==> config.mk <==
export PLATFORM = sky130hd
export DESIGN_NAME = multiplier_radix_taint_track
export DESIGN_NICKNAME = d
export VERILOG_FILES = /design/src/rtl/mult_taint_pkg.sv /design/src/rtl/multiplier_radix_datapath.sv /design/src/rtl/multiplier_radix_taint_track.sv
export SDC_FILE = /design/constraint.sdc
export NUM_CORES = 1
export LEC_CHECK = 0
export CORE_ASPECT_RATIO = 0.7
export CORE_MARGIN = 3
export CORE_UTILIZATION = 30
export CTS_CLUSTER_SIZE = 25
export DETAILED_ROUTE_END_ITERATION = 12
export PLACE_DENSITY_LB_ADDON = 0.1
export SLEW_MARGIN = 20
export SYNTH_ARGS = -nofsm -noshare
export SYNTH_HDL_FRONTEND = slang
export SYNTH_SLANG_ARGS = --single-unit
export TNS_END_PERCENT = 50
==> constraint.sdc <==
create_clock -name clk -period 5 [get_ports clk]
set_input_delay 1 -clock clk [delete_from_list [all_inputs] [get_ports clk]]
set_output_delay 1 -clock clk [all_outputs]
set_load 0.005 [all_outputs]
==> src/rtl/mult_taint_pkg.sv <==
// -----------------------------------------------------------------------------
// mult_taint_pkg
// Shared definitions for the radix-2^k sequential multiplier with taint
// tracking. Holds the FSM state encoding and the helper functions that derive
// the iteration count and the iteration-counter width from the operand width
// and the radix.
// No ports (package).
// -----------------------------------------------------------------------------
package mult_taint_pkg;

    typedef enum logic [1:0] {
        IDLE = 2'd0,
        LOAD = 2'd1,
        RUN  = 2'd2,
        DONE = 2'd3
    } state_t;

    localparam int DEFAULT_WIDTH      = 32;
    localparam int DEFAULT_RADIX_BITS = 2;

    // Number of RUN cycles: one multiplier digit is consumed per cycle.
    function automatic int iters_of(input int width, input int radix_bits);
        return width / radix_bits;
    endfunction

    // Counter only has to reach iters-1; keep at least one bit.
    function automatic int cnt_w_of(input int iters);
        return (iters > 1) ? $clog2(iters) : 1;
    endfunction

    localparam int DEFAULT_ITERS = iters_of(DEFAULT_WIDTH, DEFAULT_RADIX_BITS);
    localparam int DEFAULT_CNT_W = cnt_w_of(DEFAULT_ITERS);

endpackage

==> src/rtl/multiplier_radix_datapath.sv <==
// -----------------------------------------------------------------------------
// multiplier_radix_datapath
// Operand, running-sum and product registers of the radix-2^RADIX_BITS
// shift-and-add multiplier, plus the product data-taint bit.
// Ports:
//   clk, rst          clock, async active-high reset (product/product_t only)
//   load              latch operands, clear running sum, capture data taint
//   step              perform one iteration (add digit*multiplicand, shift)
//   last              current step is the final one (signed top digit, write product)
//   taint_clr         clear the product taint bit
//   state_taint       control taint folded into the data taint at load
//   multiplier(_t)    operand A and its word taint
//   multiplicand(_t)  operand B and its word taint
//   product(_t)       2*WIDTH-bit result and its word taint
// -----------------------------------------------------------------------------
module multiplier_radix_datapath
    import mult_taint_pkg::*;
#(
    parameter int WIDTH      = DEFAULT_WIDTH,
    parameter int RADIX_BITS = DEFAULT_RADIX_BITS,
    parameter int SIGNED     = 0
) (
    input  logic                 clk,
    input  logic                 rst,
    input  logic                 load,
    input  logic                 step,
    input  logic                 last,
    input  logic                 taint_clr,
    input  logic                 state_taint,
    input  logic [WIDTH-1:0]     multiplier,
    input  logic                 multiplier_t,
    input  logic [WIDTH-1:0]     multiplicand,
    input  logic                 multiplicand_t,
    output logic [2*WIDTH-1:0]   product,
    output logic                 product_t
);

    localparam int PW = 2 * WIDTH;

    logic [WIDTH-1:0]        mplier_q;
    logic signed [PW-1:0]    mcand_q;
    logic signed [PW-1:0]    sum_q;
    logic signed [PW-1:0]    mcand_ext;
    logic signed [RADIX_BITS:0] digit;
    logic signed [PW-1:0]    digit_ext;
    logic signed [PW-1:0]    partial;
    logic signed [PW-1:0]    sum_next;

    always_comb begin
        // Multiplicand is widened once at load so every partial product is
        // already aligned at full product width.
        if (SIGNED != 0) begin
            mcand_ext = {{WIDTH{multiplicand[WIDTH-1]}}, multiplicand};
        end else begin
            mcand_ext = {{WIDTH{1'b0}}, multiplicand};
        end

        // Digits are unsigned except the top one of a signed multiplier,
        // whose MSB carries negative weight.
        if ((SIGNED != 0) && last) begin
            digit = {mplier_q[RADIX_BITS-1], mplier_q[RADIX_BITS-1:0]};
        end else begin
            digit = {1'b0, mplier_q[RADIX_BITS-1:0]};
        end
        digit_ext = {{(PW-RADIX_BITS-1){digit[RADIX_BITS]}}, digit};

        partial  = mcand_q * digit_ext;
        sum_next = sum_q + partial;
    end

    // Working registers: fully rewritten at load, so no reset needed.
    always_ff @(posedge clk) begin
        if (load) begin
            mplier_q <= multiplier;
            mcand_q  <= mcand_ext;
            sum_q    <= '0;
        end else if (step) begin
            mplier_q <= mplier_q >> RADIX_BITS;
            mcand_q  <= mcand_q <<< RADIX_BITS;
            sum_q    <= sum_next;
        end
    end

    // Visible product only changes when the final sum is known.
    always_ff @(posedge clk or posedge rst) begin
        if (rst) begin
            product <= '0;
        end else if (step && last) begin
            product <= sum_next;
        end
    end

    always_ff @(posedge clk or posedge rst) begin
        if (rst) begin
            product_t <= 1'b0;
        end else if (taint_clr) begin
            product_t <= 1'b0;
        end else if (load) begin
            product_t <= multiplier_t | multiplicand_t | state_taint;
        end
    end

endmodule

==> src/rtl/multiplier_radix_taint_track.sv <==
// -----------------------------------------------------------------------------
// multiplier_radix_taint_track
// Sequential radix-2^RADIX_BITS multiplier (IDLE -> LOAD -> RUN x ITERS -> DONE)
// with control-taint and data-taint tracking. Latency from the accepted start
// cycle to the productDone pulse is ITERS+2 cycles.
// Optional feature macro: TAINT_KILL_EN adds the kill port, which clears all
// taint registers at the next edge without touching data or FSM state.
// Ports:
//   clk, rst                 clock, async active-high reset
//   kill                     taint clear (TAINT_KILL_EN builds only)
//   start, start_t           request and its taint
//   multiplier(_t)           operand A and word taint
//   multiplicand(_t)         operand B and word taint
//   ready, ready_t           high only in IDLE; control taint
//   product, product_t       2*WIDTH-bit result and word taint
//   productDone(_t)          one-cycle result-valid pulse; control taint
// -----------------------------------------------------------------------------
module multiplier_radix_taint_track
    import mult_taint_pkg::*;
#(
    parameter int WIDTH      = DEFAULT_WIDTH,
    parameter int RADIX_BITS = DEFAULT_RADIX_BITS,
    parameter int SIGNED     = 0
) (
    input  logic                 clk,
    input  logic                 rst,
`ifdef TAINT_KILL_EN
    input  logic                 kill,
`endif
    input  logic                 start,
    input  logic                 start_t,
    input  logic [WIDTH-1:0]     multiplier,
    input  logic                 multiplier_t,
    input  logic [WIDTH-1:0]     multiplicand,
    input  logic                 multiplicand_t,
    output logic                 ready,
    output logic                 ready_t,
    output logic [2*WIDTH-1:0]   product,
    output logic                 product_t,
    output logic                 productDone,
    output logic                 productDone_t
);

    localparam int ITERS = iters_of(WIDTH, RADIX_BITS);
    localparam int CNT_W = cnt_w_of(ITERS);

    state_t           state;
    state_t           state_n;
    logic [CNT_W-1:0] cnt;
    logic             state_taint;
    logic             load;
    logic             step;
    logic             last;
    logic             taint_clr;

`ifdef TAINT_KILL_EN
    assign taint_clr = kill;
`else
    assign taint_clr = 1'b0;
`endif

    always_ff @(posedge clk or posedge rst) begin
        if (rst) begin
            state <= IDLE;
        end else begin
            state <= state_n;
        end
    end

    always_comb begin
        state_n     = state;
        load        = 1'b0;
        step        = 1'b0;
        last        = 1'b0;
        ready       = 1'b0;
        productDone = 1'b0;
        case (state)
            IDLE: begin
                ready = 1'b1;
                if (start) begin
                    state_n = LOAD;
                end
            end
            LOAD: begin
                load    = 1'b1;
                state_n = RUN;
            end
            RUN: begin
                step = 1'b1;
                if (cnt == CNT_W'(ITERS - 1)) begin
                    last    = 1'b1;
                    state_n = DONE;
                end
            end
            DONE: begin
                productDone = 1'b1;
                state_n     = IDLE;
            end
            default: state_n = IDLE;
        endcase
    end

    always_ff @(posedge clk or posedge rst) begin
        if (rst) begin
            cnt <= '0;
        end else if (load) begin
            cnt <= '0;
        end else if (step) begin
            cnt <= last ? '0 : cnt + 1'b1;
        end
    end

    // Control taint depends only on start_t and the FSM, never on operand data.
    always_ff @(posedge clk or posedge rst) begin
        if (rst) begin
            state_taint <= 1'b0;
        end else if (taint_clr) begin
            state_taint <= 1'b0;
        end else if ((state == IDLE) && start) begin
            state_taint <= start_t;
        end else if (state == DONE) begin
            state_taint <= 1'b0;
        end
    end

    assign ready_t       = state_taint;
    assign productDone_t = state_taint;

    multiplier_radix_datapath #(
        .WIDTH      (WIDTH),
        .RADIX_BITS (RADIX_BITS),
        .SIGNED     (SIGNED)
    ) u_datapath (
        .clk            (clk),
        .rst            (rst),
        .load           (load),
        .step           (step),
        .last           (last),
        .taint_clr      (taint_clr),
        .state_taint    (state_taint),
        .multiplier     (multiplier),
        .multiplier_t   (multiplier_t),
        .multiplicand   (multiplicand),
        .multiplicand_t (multiplicand_t),
        .product        (product),
        .product_t      (product_t)
    );

endmodule

==> summary.txt <==
Outcome
  – Outcome: complete, no violations

Global routing
  – Largest net degree at the start of global routing: approximately 120
  – First-pass GRT wire length: 75600 um
  – Vias in the first global route: between 10000 and 15000
  – Total GRT Usage: between 10% and 20%
  – GR Overflow Total: 0
  – Initial antenna violation count: 0

Pwr
  – Logic pwr share: 61.9%
  – Static leakage: approximately 0.0087 uW
  – Pwr per Cell Area: approximately 690 nW/um2
  – NetSw: roughly 6400 uW
  – Total power: 13600 uW
  – Switching part of the total: a little under half
  – Reg power frac: a little under a quarter
  – Int Pwr: between 7000 and 8000 uW
  – VDD IR max: about 0.00034 V
  – Clk pwr share: approximately 15%

Timing
  – Final hold vios: 0
  – Post-Route Setup TNS: 0 ns
  – RSZ-0062 raised after global routing: no
  – Clock Skews: about 0.026 ns
  – Part of the cycle the worst path needs: 90.3%
  – Worst setup margin: slightly below 0.5 ns
  – Final min period: 4.51 ns
  – Worst-Margin Slew: about 1 ns
  – Slew Limit Fails: 0
  – Rel. slew slack: between 30% and 40%
  – Max Fclk: 221 MHz
  – Final Setup Violations: 0

Placed design
  – Routability cong.: 0.874
  – Placed cells: around 2700
  – Placed instance area: between 15000 and 20000 um2
  – Port Buf Inserts: about 140
  – Final HPWL from detailed placement: between 30000 and 40000 um
  – Pre-CTS WS: approximately 0.55 ns

Yosys
  – Synth top area share: approximately 11%
  – Commonest register cell after synthesis: dfxtp_1
  – Adder-cell area share of the yosys netlist: about 17%
  – Synthesized area per cell: 8.95 um2
  – Asr flop ratio synth: approximately 31%
  – Number of synthesized register bits: between 200 and 250
  – Most numerous cell in the Yosys netlist: inv_1
  – Syn nets: 2140
  – Main combinational cell family by area after synthesis: adder cells
  – Post-Syn Area: around 17000 um2
  – Synth Instances: around 1900
  – Post-synth EDFFs: 64
  – Syn. warnings: 0
  – Synth Area in XOR/XNOR: just over 3%
  – Synth unique cells: a little under 80
  – Synth Area in Compound Gates: about an eighth
  – Synth area leader: dfxtp_1
  – Simple logic cell fraction of the synthesized area: roughly 16%
  – Mux cell area share after synthesis: 8.17%
  – Synth top area cells: dfxtp_1 (11%), edfxtp_1 (11%), dfrtp_1 (11%), ha_1 (9.8%), fa_1 (7.4%)
  – Commonest cells post-synth: inv_1 (300), nand2_1 (158), and2_1 (133)
  – Post-synthesis sequential area ratio: 33.6%

Detailed routing
  – # DRC: 0
  – Metal2 WL: about 18000 um
  – DR vias: approximately 13000
  – Routed Antenna Nets: 0
  – Post-DR vias/cell: approximately 4.8
  – WL met3: between 2000 and 3000 um
  – 1st-iter DRT viols: between 800 and 900
  – Routed met1 length: between 20000 and 30000 um
  – WL per Instance: between 15 and 20 um
  – Top Layer Used: met4
  – DRT Pass-1 Iters: 5
  – Routed Wire Length: around 47000 um

Worst setup path
  – Cells along the critical path: buf_12, and2_1, ha_1, fa_1, inv_1, fa_1, nand2b_1, a21oi_1, o21ai_1, a211oi_1, o21ai_0, a21boi_0, o31ai_1, xor2_1, buf_4, o21ai_0
  – Startpoint class of the critical path: register
  – Setup CP Type: reg2reg
  – Slowest cell on crit path: fa_1
  – CP required: between 5 and 6 ns
  – Worst EP arrival: about 5.0 ns
  – Slowest stage delay, CP: around 0.55 ns
  – CP max FO: 64
  – CP Capture Type: register

Cells and area
  – Layout cells sized above 1: 7.48%
  – Ant. Diodes: 0
  – Net count, final: approximately 2200
  – Fill count: 5667
  – Fin cells: ~2700
  – Area grow syn2layout: 18.3%
  – Finished Cell Area: 19900 um2

CTS
  – Clock tree buffer depth: 3
  – # hold bufs at CTS: 0
  – Cts bufs inserted: 28
  – Post-CTS setup buffers: 0
  – Worst skew pair latency: around 0.58 ns
  – Clock Pin Slew Worst Setup and Hold Paths: 0.06 ns
  – CTS root buffer: clkbuf_16
  – Post-CTS Resized: 0
  – TritonCTS clock tree: yes
  – Clk sinks: 232
  – Clock H-tree levels: 1

Floorplan
  – Die span in y: 204 um
  – Row cnt: 71
  – Die W: just under 300 um
  – I/O pin count: approximately 140
  – Initial Util: between 30% and 40%
  – Die area: around 59000 um2
  – Core area: roughly 55000 um2

Worst hold path
  – Hold crit path type: reg2reg

Flow run
  – Maxcap violations: 0
==> per-layer routing <==
metal  GRT usage (%)  vias to the layer above
met3            3.00                       45
li1                -                     6440
met1            26.1                     6223
met2            22.1                      314
met4            2.88                        0
met5               0                        -
==> worst paths after layout <==
kind,cells past startpoint,to,slack (ns),from
min,2,u_datapath.sum_q[59],0.46,u_datapath.sum_q[59]
max in group asynchronous,3,u_datapath.product[28],2.98,rst
min in group asynchronous,2,u_datapath.product[48],0.89,rst
max reg2reg,16,u_datapath.product[23],0.49,u_datapath.mplier_q[0]
min reg2reg,2,u_datapath.sum_q[59],0.46,u_datapath.sum_q[59]
max,16,u_datapath.product[23],0.49,u_datapath.mplier_q[0]
==> cells in the final DEF (no fill, tap or decap), drive strengths merged, types with 29 or more instances in the layout <==
master         count
a21o              31
a21oi             76
and2             133
clkbuf            40
clkdlybuf4s50    138
dfrtp             72
dfxtp             96
edfxtp            64
fa                62
ha               131
inv              299
mux2              65
mux2i             64
nand2            158
nor2              93
nor2b             31
nor3              29
o21ai            106
xor2              31
==> state kept, by name (all words and copies together) (netlist names) <==
register              flops
u_datapath.mcand_q       64
u_datapath.product       64
u_datapath.sum_q         64
u_datapath.mplier_q      32
cnt                       4
state                     2
productDone_t             1
u_datapath.product_t      1
==> logic make-up (layout without fill, tap and decap cells) <==
kind of cell,after synthesis,count (layout)
AO/OA/AOI/OAI,332,332
XOR/XNOR,58,58
adder cells (fa/ha/maj),193,193
buffers and inverters,396,511
flip-flops,232,232
multiplexers,129,129
AND/OR/NAND/NOR,537,537
==> final cells by class <==
| type | instances | area, um2 | area share (%) |
|---|---|---|---|
| clock buffer | 40 | 797 | 4.01 |
| clock inverter | 12 | 118 | 0.592 |
| inverter | 300 | 1130 | 5.67 |
| multi-input combinational | 1249 | 9680 | 48.7 |
| sequential | 232 | 5650 | 28.4 |
| tap | 730 | 913 | 4.60 |
| timing repair buffer | 159 | 1590 | 8.00 |
==> stage by stage <==
step,hold slack [ns],util [%]
after CTS,0.465,36.4
final,0.458,36.4
after detailed placement,0.444,34.7
after floorplan,0.425,-
after global placement,0.443,34.7
after global routing,0.503,36.4
==> power groups by stage <==
| stage | registers (uW) | clock network, uW | logic, uW |
|---|---|---|---|
| 2_1_floorplan | 3020 | 0 | 5870 |
| 3_3_place_gp | 3170 | 0 | 8440 |
| 3_5_place_dp | 3160 | 0 | 8470 |
| 4_1_cts | 3130 | 2150 | 8540 |
| 5_1_grt | 3200 | 2220 | 9510 |
| 6_report | 3120 | 2070 | 8430 |
==> worst max-delay path, delay by kind of cell, from the launching register on <==
| family | cells | cell delay (ns) |
|---|---|---|
| compound gates | 7 | 1.39 |
| fa+ha+maj | 3 | 1.31 |
| buf+inv | 3 | 0.49 |
| flops | 1 | 0.41 |
| simple gates | 2 | 0.36 |
| xor+xnor | 1 | 0.36 |
(Power assumes the default switching activity.)
